==> src/rtl/axi_burst_writer.sv <==
// AXI3 write-channel master: one INCR burst per command, AW -> W beats -> B,
// with a single burst in flight at a time.
module axi_burst_writer #(
    parameter int ADDR_WIDTH = 8,
    parameter int DATA_WIDTH = 32,
    parameter int ID_WIDTH   = 1,
    parameter int ID_VALUE   = 0,
    parameter int LEN_WIDTH  = 4
) (
    input  logic                    aclk,
    input  logic                    areset,
    // command
    input  logic                    cmd_valid,
    output logic                    cmd_ready,
    input  logic [ADDR_WIDTH-1:0]   cmd_addr,
    input  logic [LEN_WIDTH-1:0]    cmd_len,
    // client data stream
    input  logic [DATA_WIDTH-1:0]   wr_data,
    input  logic                    wr_valid,
    output logic                    wr_ready,
    // completion
    output logic                    done_valid,
    output logic [1:0]              done_resp,
    // AW channel
    output logic [ID_WIDTH-1:0]     awid,
    output logic [ADDR_WIDTH-1:0]   awaddr,
    output logic [LEN_WIDTH-1:0]    awlen,
    output logic [2:0]              awsize,
    output logic [1:0]              awburst,
    output logic                    awvalid,
    input  logic                    awready,
    // W channel
    output logic [DATA_WIDTH-1:0]   wdata,
    output logic [DATA_WIDTH/8-1:0] wstrb,
    output logic                    wlast,
    output logic                    wvalid,
    input  logic                    wready,
    // B channel
    input  logic [ID_WIDTH-1:0]     bid,
    input  logic [1:0]              bresp,
    input  logic                    bvalid,
    output logic                    bready
);

    localparam logic [1:0] S_IDLE = 2'd0;
    localparam logic [1:0] S_ADDR = 2'd1;
    localparam logic [1:0] S_DATA = 2'd2;
    localparam logic [1:0] S_RESP = 2'd3;

    localparam int SIZE = $clog2(DATA_WIDTH / 8);

    logic [1:0]            state_q, state_d;
    logic [LEN_WIDTH-1:0]  cnt_q, cnt_d;
    logic                  awvalid_q, awvalid_d;
    logic [ADDR_WIDTH-1:0] awaddr_q, awaddr_d;
    logic [LEN_WIDTH-1:0]  awlen_q, awlen_d;
    logic                  done_valid_q, done_valid_d;
    logic [1:0]            done_resp_q, done_resp_d;
    logic                  in_data;
    logic                  beat;
    logic                  last_beat;

    // bid is only carried for bus completeness; responses are in order
    logic unused_bid;
    assign unused_bid = ^bid;

    assign in_data   = (state_q == S_DATA);
    assign last_beat = (cnt_q == awlen_q);
    assign beat      = in_data && wr_valid && wready;

    // Constant AW attributes and state-decoded handshakes
    assign awid       = ID_WIDTH'(ID_VALUE);
    assign awsize     = 3'(SIZE);
    assign awburst    = 2'b01;
    assign awaddr     = awaddr_q;
    assign awlen      = awlen_q;
    assign awvalid    = awvalid_q;
    assign cmd_ready  = (state_q == S_IDLE);
    assign wdata      = wr_data;
    assign wstrb      = '1;
    assign wvalid     = in_data && wr_valid;
    assign wr_ready   = in_data && wready;
    assign wlast      = in_data && last_beat;
    assign bready     = (state_q == S_RESP);
    assign done_valid = done_valid_q;
    assign done_resp  = done_resp_q;

    // Next-state logic: serialize AW, W beats and B for one burst
    always_comb begin
        state_d      = state_q;
        cnt_d        = cnt_q;
        awvalid_d    = awvalid_q;
        awaddr_d     = awaddr_q;
        awlen_d      = awlen_q;
        done_valid_d = 1'b0;
        done_resp_d  = done_resp_q;
        case (state_q)
            S_IDLE: begin
                if (cmd_valid) begin
                    awaddr_d  = cmd_addr;
                    awlen_d   = cmd_len;
                    cnt_d     = '0;
                    awvalid_d = 1'b1;
                    state_d   = S_ADDR;
                end
            end
            S_ADDR: begin
                if (awvalid_q && awready) begin
                    awvalid_d = 1'b0;
                    state_d   = S_DATA;
                end
            end
            S_DATA: begin
                // counter parks on awlen at the final beat, so len=15 never wraps
                if (beat) begin
                    if (last_beat) state_d = S_RESP;
                    else           cnt_d   = cnt_q + 1'b1;
                end
            end
            S_RESP: begin
                if (bvalid) begin
                    done_resp_d  = bresp;
                    done_valid_d = 1'b1;
                    state_d      = S_IDLE;
                end
            end
            default: state_d = S_IDLE;
        endcase
    end

    // State registers with synchronous reset; reset abandons any burst
    always_ff @(posedge aclk) begin
        if (areset) begin
            state_q      <= S_IDLE;
            cnt_q        <= '0;
            awvalid_q    <= 1'b0;
            awaddr_q     <= '0;
            awlen_q      <= '0;
            done_valid_q <= 1'b0;
            done_resp_q  <= 2'b00;
        end else begin
            state_q      <= state_d;
            cnt_q        <= cnt_d;
            awvalid_q    <= awvalid_d;
            awaddr_q     <= awaddr_d;
            awlen_q      <= awlen_d;
            done_valid_q <= done_valid_d;
            done_resp_q  <= done_resp_d;
        end
    end

endmodule
==> config.mk <==
export PLATFORM = sky130hd
export DESIGN_NAME = axi_burst_writer
export DESIGN_NICKNAME = d
export VERILOG_FILES = /design/src/rtl/axi_burst_writer.sv
export SDC_FILE = /design/constraint.sdc
export NUM_CORES = 1
export LEC_CHECK = 0
export CAP_MARGIN = 15
export CORE_ASPECT_RATIO = 1.25
export CORE_UTILIZATION = 35
export CTS_BUF_LIST = sky130_fd_sc_hd__clkbuf_8
export CTS_CLUSTER_SIZE = 24
export DETAILED_ROUTE_END_ITERATION = 10
export PLACE_DENSITY = 0.88
export SYNTH_ARGS = -nofsm -noshare
export SYNTH_HDL_FRONTEND = slang
export SYNTH_SLANG_ARGS = --single-unit
export TNS_END_PERCENT = 100
==> constraint.sdc <==
create_clock -name aclk -period 3.81 [get_ports aclk]
set_clock_uncertainty 0.05 [all_clocks]
set_input_delay 0.9525 -clock aclk [delete_from_list [all_inputs] [get_ports aclk]]
set_output_delay 0.9525 -clock aclk [all_outputs]
set_load 0.02 [all_outputs]
Word-level counts from Yosys, hierarchy flattened
Cells that the tools add are included.
{"block": "word_totals", "regBits": 22, "out_inout_bits": 63}
{"block": "op_classes", "addsub": 1, "eq_ne": 10, "n_mux": 14, "n_bitwise": 1, "n_reduce_logical": 14}
{"operator": "4-bit two-way mux", "count": 3}
{"operator": "2-bit two-way mux", "count": 5}
{"operator": "2-bit inequality test (second input constant)", "count": 4}
{"operator": "2-bit case mux with 4 select lines", "count": 1}
{"operator": "4-bit case mux with 2 select lines", "count": 1}
{"operator": "1-bit logical AND", "count": 5}
{"operator": "5-bit AND reduction", "count": 1}
{"operator": "4-bit by 1-bit adder with 4-bit output (second input constant)", "count": 1}
{"operator": "2-bit == test (second input constant)", "count": 2}
{"operator": "4-bit == test", "count": 1}
{"operator": "2-bit by 1-bit inequality test with 1-bit output (second input constant)", "count": 2}
{"operator": "2-bit AND reduction", "count": 2}
{"operator": "4-bit AND reduction", "count": 1}
{"operator": "2-bit nonzero test", "count": 2}
{"operator": "1-bit two-way mux", "count": 3}
{"operator": "3-bit AND reduction", "count": 1}
{"operator": "2-bit by 1-bit == test with 1-bit output (second input constant)", "count": 1}
{"operator": "2-bit logical NOT", "count": 1}
{"operator": "1-bit case mux with 2 select lines", "count": 1}
{"operator": "2-bit OR reduction", "count": 1}
{"operator": "1-bit NOT", "count": 1}

Depth between registers and ports, before layout
{"block": "depth", "ltp_word": 5, "depth_mapped": 7, "ltp_nobuf": 6}

Worst setup path before layout
No wires, ideal clock.
{"block": "synth_timing", "kind": "register to output", "from": "reg awlen_q[0], in the netlist awlen[0]", "to": "out wlast", "arrival_ns": 1.219, "t_required_ns": 2.808, "setup_slack_ns": 1.589, "stages_incl_launch_ff": 4, "path_buffers": 0, "path_cell_list": "dfxtp_1 > xor2_1 > nor4_1 > and2_1"}
{"block": "synth_between", "elab_chain_len": 2}
{"item": "start: declaration", "line": "56", "text": "logic [LEN_WIDTH-1:0] awlen_q, awlen_d;"}
{"item": "start signal: assignment", "line": "146", "text": "awlen_q <= awlen_d;"}
{"item": "4-bit == test", "line": "68", "text": "assign last_beat = (cnt_q == awlen_q);"}
{"item": "1-bit logical AND", "line": "83", "text": "assign wlast = in_data && last_beat;"}
{"item": "end: declaration", "line": "35", "text": "output logic wlast,"}
Every way passes these cells.

Worst setup path after layout
{"block": "layout_timing", "from": "in wready", "to": "out wr_ready"}
{"block": "layout_between", "elab_chain_len": 1}
{"item": "start: declaration", "line": "37", "text": "input logic wready,"}
{"item": "1-bit logical AND", "line": "82", "text": "assign wr_ready = in_data && wready;"}
{"item": "end: declaration", "line": "20", "text": "output logic wr_ready,"}
Every way passes these cells.

==> summary.md <==
| Metric | Value |
|---|---|
| DR vias | 1036 |
| # Post-CTS Setup Buffers | 0 |
| WL per Instance | 12.18 um |
| Leak | 0.6221 nW |
| Min Hold Slack | 404.4 ps |
| Initial Util | 37.78% |
| Buffers added on ports | 41 |
| Violated checks | design-rule violations |
| RSZ-0062 raised after global routing | false |
| Final hold violations | 0 |
| Max FO, Critical Path | 3 |
| Largest net degree at the start of global routing | 26 |
| Max incr delay on CP | 600 ps |
| Post-route DRC | 11 |
| Synthesized instance count | 172 |
| Worst EP required | 2810 ps |
| Top_reg_cell synth | dfxtp_1 |
| Finished Layout Cells | 216 |
| Post-CTS sizing | 0 |
| Outcome | complete, but fails checks |
| Vias in the first global route | 932 |
| Total power per unit cell area | 595.6 nW/um^2 |
| Drt pass-1 iters | 7 |
| Crit-path most repeated cell | clkdlybuf4s50_1 |
| Skew-Pair Late Insertion Delay | 260 ps |
| I/O pins | 117 |
| Yosys cell types | 32 |
| First-pass GRT wire length | 4022 um |
| Synth area leader | dfxtp_1 |
| Diodes inserted | 0 |
| Max Clk Rate | 315.4 MHz |
| Worst EP arrival | 2170 ps |
| Share of cells above drive strength 1 | 2.825% |
| Area contributors post-synth | dfxtp_1, buf_4, nand2_1 |
| Register area share after synthesis | 32.62% |
| Slew Viols, Final | 0 |
| Total CTS buffers | 3 |
| Highest Signal Layer | met4 |
| Setup TNS | 0 ps |
| Cell Chain, Critical Path | clkdlybuf4s50_1, and2_1, clkdlybuf4s50_1 |
| CTS sink cnt | 22 |
| DRT met1 WL | 1113 um |
| Die area | 4111 sq um |
| CP delay by family, top | buffers and inverters |
| Aggregate global routing overflow | 0 |
| Max Cap Violations | 0 |
| Total Wirelength | 2630 um |
| Vias per std cell | 4.796 |
| Global placer's final weighted congestion | 0.8329 |
| Core area | 3573 sq um |
| Antenna violations before repair | 0 |
| Avg Synthesized Cell Area | 7.849 sq um |
| Startpoint types | primary input |
| Post-Syn Area | 1350 sq um |
| Crit end category | output pin |
| Post-synth EDFFs | 0 |
| Antenna Nets Post-Route | 0 |
| Met2 wire len | 1272 um |
| Nets@finish | 237 |
| Synth top area share | 32.62% |
| GRT Resource Usage Total | 12.22% |
| Slew @ Worst Pin | 877.5 ps |
| Reg clk slew, reported paths | 80 ps |
| Ys Warns | 0 |
| Final period utilization | 83.23% |
| CTS Buffer Depth | 2 |
| Crit path time final | 3171 ps |
| First DRT Iteration DRCs | 29 |
| Final setup violation count | 0 |
| Ys async rst share | 0% |
| Peak supply drop | 0.2715 mV |
| Site Rows | 24 |
| Path category of the worst min-delay check | reg2reg |
| Routed met3 length | 218 um |
| CP bufs+invs | 2 |
| TritonCTS clock tree | done |
| Placed cells | 212 |
| Hold Buf Count CTS | 0 |
| H-tree depth | 1 |
| #FFs+latches synth | 22 |
| Post-DP HPWL | 1919 um |
| Root buffer cell | clkbuf_8 |
| Area delta synth->final | 16.40% |
| Slew HR | 41.32% |
| Critical path's slowest cell | clkdlybuf4s50_1 |
| Die Wd | 57.55 um |
| Die Y-Extent | 71.44 um |
| Crit path kind | in2out |
layer usage:
layer	up-vias	GRT usage [%]
met2	46	20.41
li1	518	-
met3	6	2.166
met1	466	15.12
met5	-	0
met4	0	5.691
cell type report:
cell class                      count  area, sq um
Tap cell                           39        48.80
Clock buffer                        3        41.29
Fill cell                         350         2002
Clock inverter                      1        30.03
Multi-Input combinational cell    107        589.3
Inverter                            3        11.26
Sequential cell                    22        440.4
Timing Repair Buffer               41        410.4
placed cells by master (no fill, tap or decap), types with 2 or more instances in the layout:
cell | synthesis | layout
and2_1 | 4 | 4
dfxtp_1 | 22 | 22
clkdlybuf4s50_1 | 0 | 41
a21oi_1 | 18 | 18
o21ai_0 | 3 | 3
nand3_1 | 6 | 6
xor2_1 | 4 | 4
clkbuf_8 | 0 | 3
inv_1 | 3 | 3
ha_1 | 5 | 5
nor2b_1 | 2 | 2
nor2_1 | 5 | 5
conb_1 | 2 | 10
nand2b_1 | 3 | 3
nand2_1 | 31 | 31
registers in the layout, summed over array words and instances, names as in the netlist:
| signal | cells |
|---|---|
| awaddr | 8 |
| awlen | 4 |
| awvalid | 1 |
| cnt_q | 4 |
| done_resp | 2 |
| done_valid | 1 |
| state_q | 2 |
synth_stat cells, types with 2 or more instances:
cell type and number:
nand2_1 31, nand3_1 6, buf_4 42, clkbuf_1 5
ha_1 5, conb_1 2, and2_1 4, o21ai_0 3
dfxtp_1 22, xor2_1 4, nand2b_1 3, nor2b_1 2
nor2_1 5, a21oi_1 18, inv_1 3
path summary, 6_finish.rpt:
path	startpoint	end	slack [ps]	depth (start not counted)
worst max-delay path	wready	wr_ready	640	3
worst max register to register	state_q[0]$_SDFFE_PP0P_	state_q[1]$_SDFFE_PP0P_	1760	6
worst min register to register	awaddr[4]$_SDFFE_PP0P_	awaddr[4]$_SDFFE_PP0P_	400	2
worst min-delay path	awaddr[4]$_SDFFE_PP0P_	awaddr[4]$_SDFFE_PP0P_	400	2
through the flow:
step | worst slack (ps) | utilization, % | cell area, sq um | total power, mW
after global placement | 651.2 | 41.98 | 1500 | 0.7176
after detailed placement | 623.8 | 41.98 | 1500 | 0.7257
after floorplan | 1589 | - | 1380 | 0.6284
final | 639.0 | 43.98 | 1572 | 0.9360
after global routing | 610.8 | 43.98 | 1572 | 0.9926
after CTS | 625.6 | 43.98 | 1572 | 0.9483
tightest hold or removal path, stage by stage (launching register included):
cell     delay (ps)
dfxtp_1         310
nand2_1          50
a21oi_1          50
report_power, final:
part,total [mW],switching [mW],internal (mW),leakage (nW)
sequential,0.299,0.0294,0.269,0.180
combinational,0.418,0.235,0.182,0.407
clock,0.220,0.0793,0.140,0.0357
total,0.936,0.344,0.592,0.622
logic make-up after synthesis:
| logic type | after synthesis | synth area share, % |
|---|---|---|
| and+or+nand+nor | 57 | 19.74 |
| buffers and inverters | 51 | 25.95 |
| AOI/OAI and AO/OA | 30 | 13.16 |
| DFF | 22 | 32.62 |
| adders and majority gates | 5 | 4.634 |
| xor gates and xnor gates | 4 | 2.595 |
| other | 2 | 0.5563 |
| muxes | 1 | 0.7415 |
Note: power is estimated with default switching activity, not from simulation.
